[src/rtl/qrow_fetch.sv]
// qrow_fetch: reads the four action Q-values of one state row from the
// Q-table RAM and presents them together to the max/argmax stage.
// Handshake in: req_valid/req_ready. Handshake out: out_valid/out_ready.
module qrow_fetch #(
    parameter int DATA_LENGTH = 32,
    parameter int STATE_WIDTH = 8
) (
    input  logic                     clk,
    input  logic                     rst,
    input  logic                     req_valid,
    output logic                     req_ready,
    input  logic [STATE_WIDTH-1:0]   req_state,
    output logic                     mem_rd_en,
    output logic [STATE_WIDTH+1:0]   mem_addr,
    input  logic [DATA_LENGTH-1:0]   mem_rdata,
    output logic [DATA_LENGTH-1:0]   qvalue_0,
    output logic [DATA_LENGTH-1:0]   qvalue_1,
    output logic [DATA_LENGTH-1:0]   qvalue_2,
    output logic [DATA_LENGTH-1:0]   qvalue_3,
    output logic                     out_valid,
    input  logic                     out_ready
);

    typedef enum logic [1:0] {
        IDLE = 2'd0,
        READ = 2'd1,
        LAST = 2'd2,
        HOLD = 2'd3
    } state_t;

    state_t                   state_reg, state_next;
    logic [1:0]               cnt_reg, cnt_next;
    logic [STATE_WIDTH-1:0]   row_reg, row_next;
    logic                     rd_d_reg;
    logic [1:0]               cnt_d_reg;
    logic [DATA_LENGTH-1:0]   q_reg [4];

    // FSM, action counter and latched row index
    always_ff @(posedge clk or posedge rst) begin
        if (rst) begin
            state_reg <= IDLE;
            cnt_reg   <= 2'd0;
            row_reg   <= '0;
        end else begin
            state_reg <= state_next;
            cnt_reg   <= cnt_next;
            row_reg   <= row_next;
        end
    end

    // Next-state logic; a row is only captured on acceptance so later
    // req_state changes cannot disturb a fetch in flight
    always_comb begin
        state_next = state_reg;
        cnt_next   = cnt_reg;
        row_next   = row_reg;
        case (state_reg)
            IDLE: begin
                if (req_valid) begin
                    row_next   = req_state;
                    cnt_next   = 2'd0;
                    state_next = READ;
                end
            end
            READ: begin
                cnt_next = cnt_reg + 2'd1;
                if (cnt_reg == 2'd3) begin
                    state_next = LAST;
                end
            end
            LAST: begin
                state_next = HOLD;
            end
            HOLD: begin
                if (out_ready) begin
                    state_next = IDLE;
                end
            end
            default: begin
                state_next = IDLE;
            end
        endcase
    end

    // Read strobe and address; the address concatenation never carries
    // into the state bits, so the all-ones row stays at the top of memory
    always_comb begin
        mem_rd_en = (state_reg == READ);
        mem_addr  = {row_reg, cnt_reg};
        out_valid = (state_reg == HOLD);
        req_ready = (state_reg == IDLE) && !rst;
    end

    // Delayed strobe/counter: RAM data arrives one cycle after the strobe,
    // so this pair tells which action register the returning word belongs to
    always_ff @(posedge clk or posedge rst) begin
        if (rst) begin
            rd_d_reg  <= 1'b0;
            cnt_d_reg <= 2'd0;
        end else begin
            rd_d_reg  <= mem_rd_en;
            cnt_d_reg <= cnt_reg;
        end
    end

    // One capture register per action; each loads only its own word
    generate
        for (genvar gi = 0; gi < 4; gi++) begin : g_qreg
            // Capture read data for action gi, otherwise hold
            always_ff @(posedge clk or posedge rst) begin
                if (rst) begin
                    q_reg[gi] <= '0;
                end else if (rd_d_reg && (cnt_d_reg == 2'(gi))) begin
                    q_reg[gi] <= mem_rdata;
                end
            end
        end
    endgenerate

    assign qvalue_0 = q_reg[0];
    assign qvalue_1 = q_reg[1];
    assign qvalue_2 = q_reg[2];
    assign qvalue_3 = q_reg[3];

endmodule

[config.mk]
export PLATFORM = sky130hd
export DESIGN_NAME = qrow_fetch
export DESIGN_NICKNAME = d
export VERILOG_FILES = /design/src/rtl/qrow_fetch.sv
export SDC_FILE = /design/constraint.sdc
export NUM_CORES = 1
export LEC_CHECK = 0
export ABC_AREA = 1
export CAP_MARGIN = 25
export CORE_MARGIN = 4
export CORE_UTILIZATION = 45
export DETAILED_ROUTE_END_ITERATION = 10
export PLACE_DENSITY = 0.8
export SYNTH_ARGS = -nofsm -noshare
export SYNTH_HDL_FRONTEND = slang
export SYNTH_SLANG_ARGS = --single-unit
[constraint.sdc]
create_clock -name clk -period 5.8 [get_ports clk]
set_input_delay 0.58 -clock clk [delete_from_list [all_inputs] [get_ports clk]]
set_output_delay 0.58 -clock clk [all_outputs]
set_load 0.01 [all_outputs]
=== After elaboration in Yosys (flattened, before gate mapping) ===
Cells that the tools add are included.

* Word-level logic and storage cells: 38
* Memories kept: 0
* Output and inout port bits: 141
* ROM bits: 0
* Flip-flop bits (word level): 143
* Input bits: 44
* RAM bits: 0
* Latch bits: 0

* Muxes and demuxes: 6
* Div/mod/pow operators: 0
* Shifts and indexed selects: 0
* Multipliers: 0
* Order comparisons: 0
* Equality and inequality tests: 10
* $add $sub $neg: 1
* Bitwise operators: 0
* Reductions and logical operators: 12

{| class="wikitable"
|+ Operator list
! cell !! count
|-
| equality test 2 bit (second input constant) || 5
|-
| 2-to-1 mux 2 bit || 4
|-
| one-hot mux 2 bit (4 select lines) || 1
|-
| logical AND 1 bit || 5
|-
| equality test 2 x 1 -> 1 bit (second input constant) || 2
|-
| zero test 2 bit || 2
|-
| != test 2 x 1 -> 1 bit (second input constant) || 2
|-
| one-hot mux 2 bit (2 select lines) || 1
|-
| AND reduction 2 bit || 2
|-
| AND reduction 3 bit || 1
|-
| adder 2 x 1 -> 2 bit (second input constant) || 1
|-
| != test 2 bit (second input constant) || 1
|-
| nonzero test 2 bit || 1
|-
| zero test 1 bit || 1
|}

=== Longest topological paths before layout ===
* Depth in word-level cells: 3
* Mapped depth: 7
* Depth with buffers taken out: 6

=== Least setup slack after synthesis ===
Ideal clock, no wire load.

* Kind: register -> output
* From: register state_reg[0]
* To: output port req_ready
* Buffers on the path: 1
* Path slack: 4,197 ps
* Arrival: 1,023 ps
* Required time: 5,220 ps
* Cell stages (with the launch flop): 6
* Path through: dfrtp_1 inv_1 ha_1 buf_2 inv_1 nor2_1

* Word-level cells in the longest chain between the ends: 2

{| class="wikitable"
|+ RTL lines
! item !! RTL line !! RTL
|-
| from (decl) || 31 || <nowiki>state_t state_reg, state_next;</nowiki>
|-
| from (signal assigned) || 45 || <nowiki>state_reg <= state_next;</nowiki>
|-
| zero test 2 bit || 91 || <nowiki>req_ready = (state_reg == IDLE) && !rst;</nowiki>
|-
| logical AND 1 bit || 91 ||
|-
| to (decl) || 11 || <nowiki>output logic req_ready,</nowiki>
|}

Every way passes these cells.

=== Worst setup path in the final report ===
Same ends and word-level chain as after synthesis.

==> flow_summary.ini <==
[placed_design]
numPortBuffers = 184
place.gp.congestion = 0.783
hpwlAfterDp_mm = 9.36
pre_cts_ws_ns = 3.30

[global_route]
use_met1_pct = 26.5
antenna_found_initial = 0
grtUsageMet2_pct = 33.3
gr-total-overflow = 0
track_usage_pct = 20.3
grt.busiest_layer = met2
grt_max_degree = 74
grt_pass1_vias = 4320
grt_use_met3_pct = 5.44
grt_pass1_wl_mm = 21.4

[synthesis]
yosys-top-cells-area = dfrtp_1, o21ai_0, nand2_1
synthAdderAreaFrac_pct = 1.19
yosys.area.top_type_share_pct = 68.0
yosysSeqAreaShare_pct = 68.0
netlist_area_um2 = 5260
yosys.area_share.simple_pct = 13.5
syn_nets = 570
synthXorXnorAreaFrac_pct = 0
yosys_warnings = 0
synth_compound_area_share_pct = 12.2
synth_top_family_by_area = simple AND/OR/NAND/NOR gates
synth_cell_types = 14
ys_seq_elements = 143
avgSynthCellArea_um2 = 10.1
synth.area.mux_share_pct = 0
syn_inst = 521
yosys.area.top_type = dfrtp_1

[die]
initial_core_util_pct = 46.1
core_area_um2 = 11400
die-width_um = 116
ios = 185
die-area_um2 = 13500
die_y_um = 116
rows = 39

[timing]
finalClockSkew_ns = 0.0116
max_freq_mhz = 379
slew_headroom_pct = 41.7
finalSetupViolCount = 0
finalCriticalPeriod_ns = 2.64
fin_tns_setup_ns = 0
timing.final.crit_share_pct = 45.5
rsz0062_at_grt = false
drv_slew = 0
tightest_slew_ns = 0.875
final_hold_viol_count = 0
timing.final.ws_setup_ns = 3.16

[pwr]
ir_drop_mv = 0.291
cellLeakagePower_uw = 0.00373
power.density_nw_per_um2 = 629

[setup_path]
worst_r2r_path_depth = 5
crit_fanout = 11
crit_path_start_kind = flop
crit_arrival_ns = 2.06
worstPathRequired_ns = 5.22
worstSetupPathType = flop to output port
cp-end-kind = output port

[worst_hold_path]
min_path_type = flop to flop
min_path_cells = 0

[route]
drtAntennaViolNets = 0
drcViolationCount = 0
drt_iter0_drc = 339
num_vias = 4344
wl_mm = 13.7
dr.pass1.iters = 5
drt-wirelength-per-cell_um = 16.0
vias_per_cell = 5.06

[cells_and_area]
final_nets = 752
syn_to_final_growth_pct = 49.1
drive_gt1_share_pct = 5.87
insertedDiodeCount = 0
fin_util_pct = 68.7

[clock_network]
cts.path.max_buffers = 2
cts_tree = yes
postCtsSetupBuffers = 0
insertion_delay_ns = 0.41
root_buffer = clkbuf_16
clk_pin_slew_worst_paths_ns = 0.06
cts_buffers = 17
cts_max_level = 4
cts.sinks = 143
ctsHoldBuffers = 0
cts_resized = 0

[outcome]
outcome = completed

[run]
cap_violations = 0
[synth_stat cells]
library cell / n
nand2_1: 156
dfrtp_1: 143
o21ai_0: 128
inv_1: 41
buf_2: 14
nand3_1: 12
clkbuf_1: 9
ha_1: 5
clkbuf_2: 3
nor2_1: 3
nand2_2: 2
nand3_2: 2
nand4_1: 2
nand3b_1: 1
[routing by layer]
layer | wire length (um) | vias up | share of wire [%]
met1 | 5700 | 2094 | 42
met2 | 6800 | 194 | 50
li1 | - | 2043 | -
met3 | 1070 | 13 | 7.8
met4 | 158 | 0 | 1.2
met5 | 0 | - | 0
[cells by family after synthesis]
| family | count (synthesis) |
|---|---|
| buf+inv | 67 |
| flops | 143 |
| simple gates | 178 |
| fa+ha+maj | 5 |
| compound gates | 128 |
[final cells by class]
type | count | area, um2
flip-flops and latches | 143 | 3580
fillers | 862 | 3570
repair buffers | 189 | 1920
multi-input cells | 311 | 1410
clock buffers | 18 | 439
well taps | 143 | 179
inverters | 41 | 159
clock inverters | 14 | 158
[critical path, cell delays in order, from the launching register on]
cell	delay, ns
dfrtp_1	0.42
inv_1	0.10
ha_1	0.36
inv_1	0.12
nor2_1	0.11
clkdlybuf4s50_1	0.54
[stage by stage]
| step | cells | hold WS [ns] | cell area [um2] | power (uW) |
|---|---|---|---|---|
| final | 859 | 0.456 | 7850 | 4930 |
| after global routing | 859 | 0.465 | 7850 | 5240 |
| after CTS | 857 | 0.460 | 7800 | 4960 |
| after detailed placement | 825 | 0.447 | 7210 | 3860 |
| after global placement | 824 | 0.446 | 7190 | 3770 |
| after floorplan | 521 | 0.457 | 5260 | 2600 |
[path summary, 6_finish.rpt]
kind | start | end | slack, ns
setup / recovery | state_reg[0] | req_ready | 3.16
hold / removal | cnt_reg[1] | cnt_d_reg[1] | 0.46
setup reg to reg | cnt_d_reg[1] | qvalue_1[14] | 4.07
hold reg to reg | cnt_reg[1] | cnt_d_reg[1] | 0.46
max in group asynchronous | rst | cnt_reg[0] | 3.83
min in group asynchronous | rst | state_reg[0] | 0.66
[cell usage in the layout, fill, tap and decap left out]
cell,count
dfrtp_1,143
clkinv_2,1
inv_1,40
nand3b_1,1
buf_12,2
nand2_1,156
buf_16,1
o21ai_0,128
inv_6,5
clkdlybuf4s50_1,184
buf_4,2
clkbuf_16,17
nand2_2,2
clkbuf_8,1
nand3_2,2
nand4_1,2
clkinvlp_4,3
bufinv_16,2
ha_1,5
nor2_1,3
clkinv_4,4
nand3_1,12
[power by group]
part	switching, uW	internal [uW]
clock	423	651
sequential	321	1510
combinational	932	1100
Power figures use the tool's default switching activity.
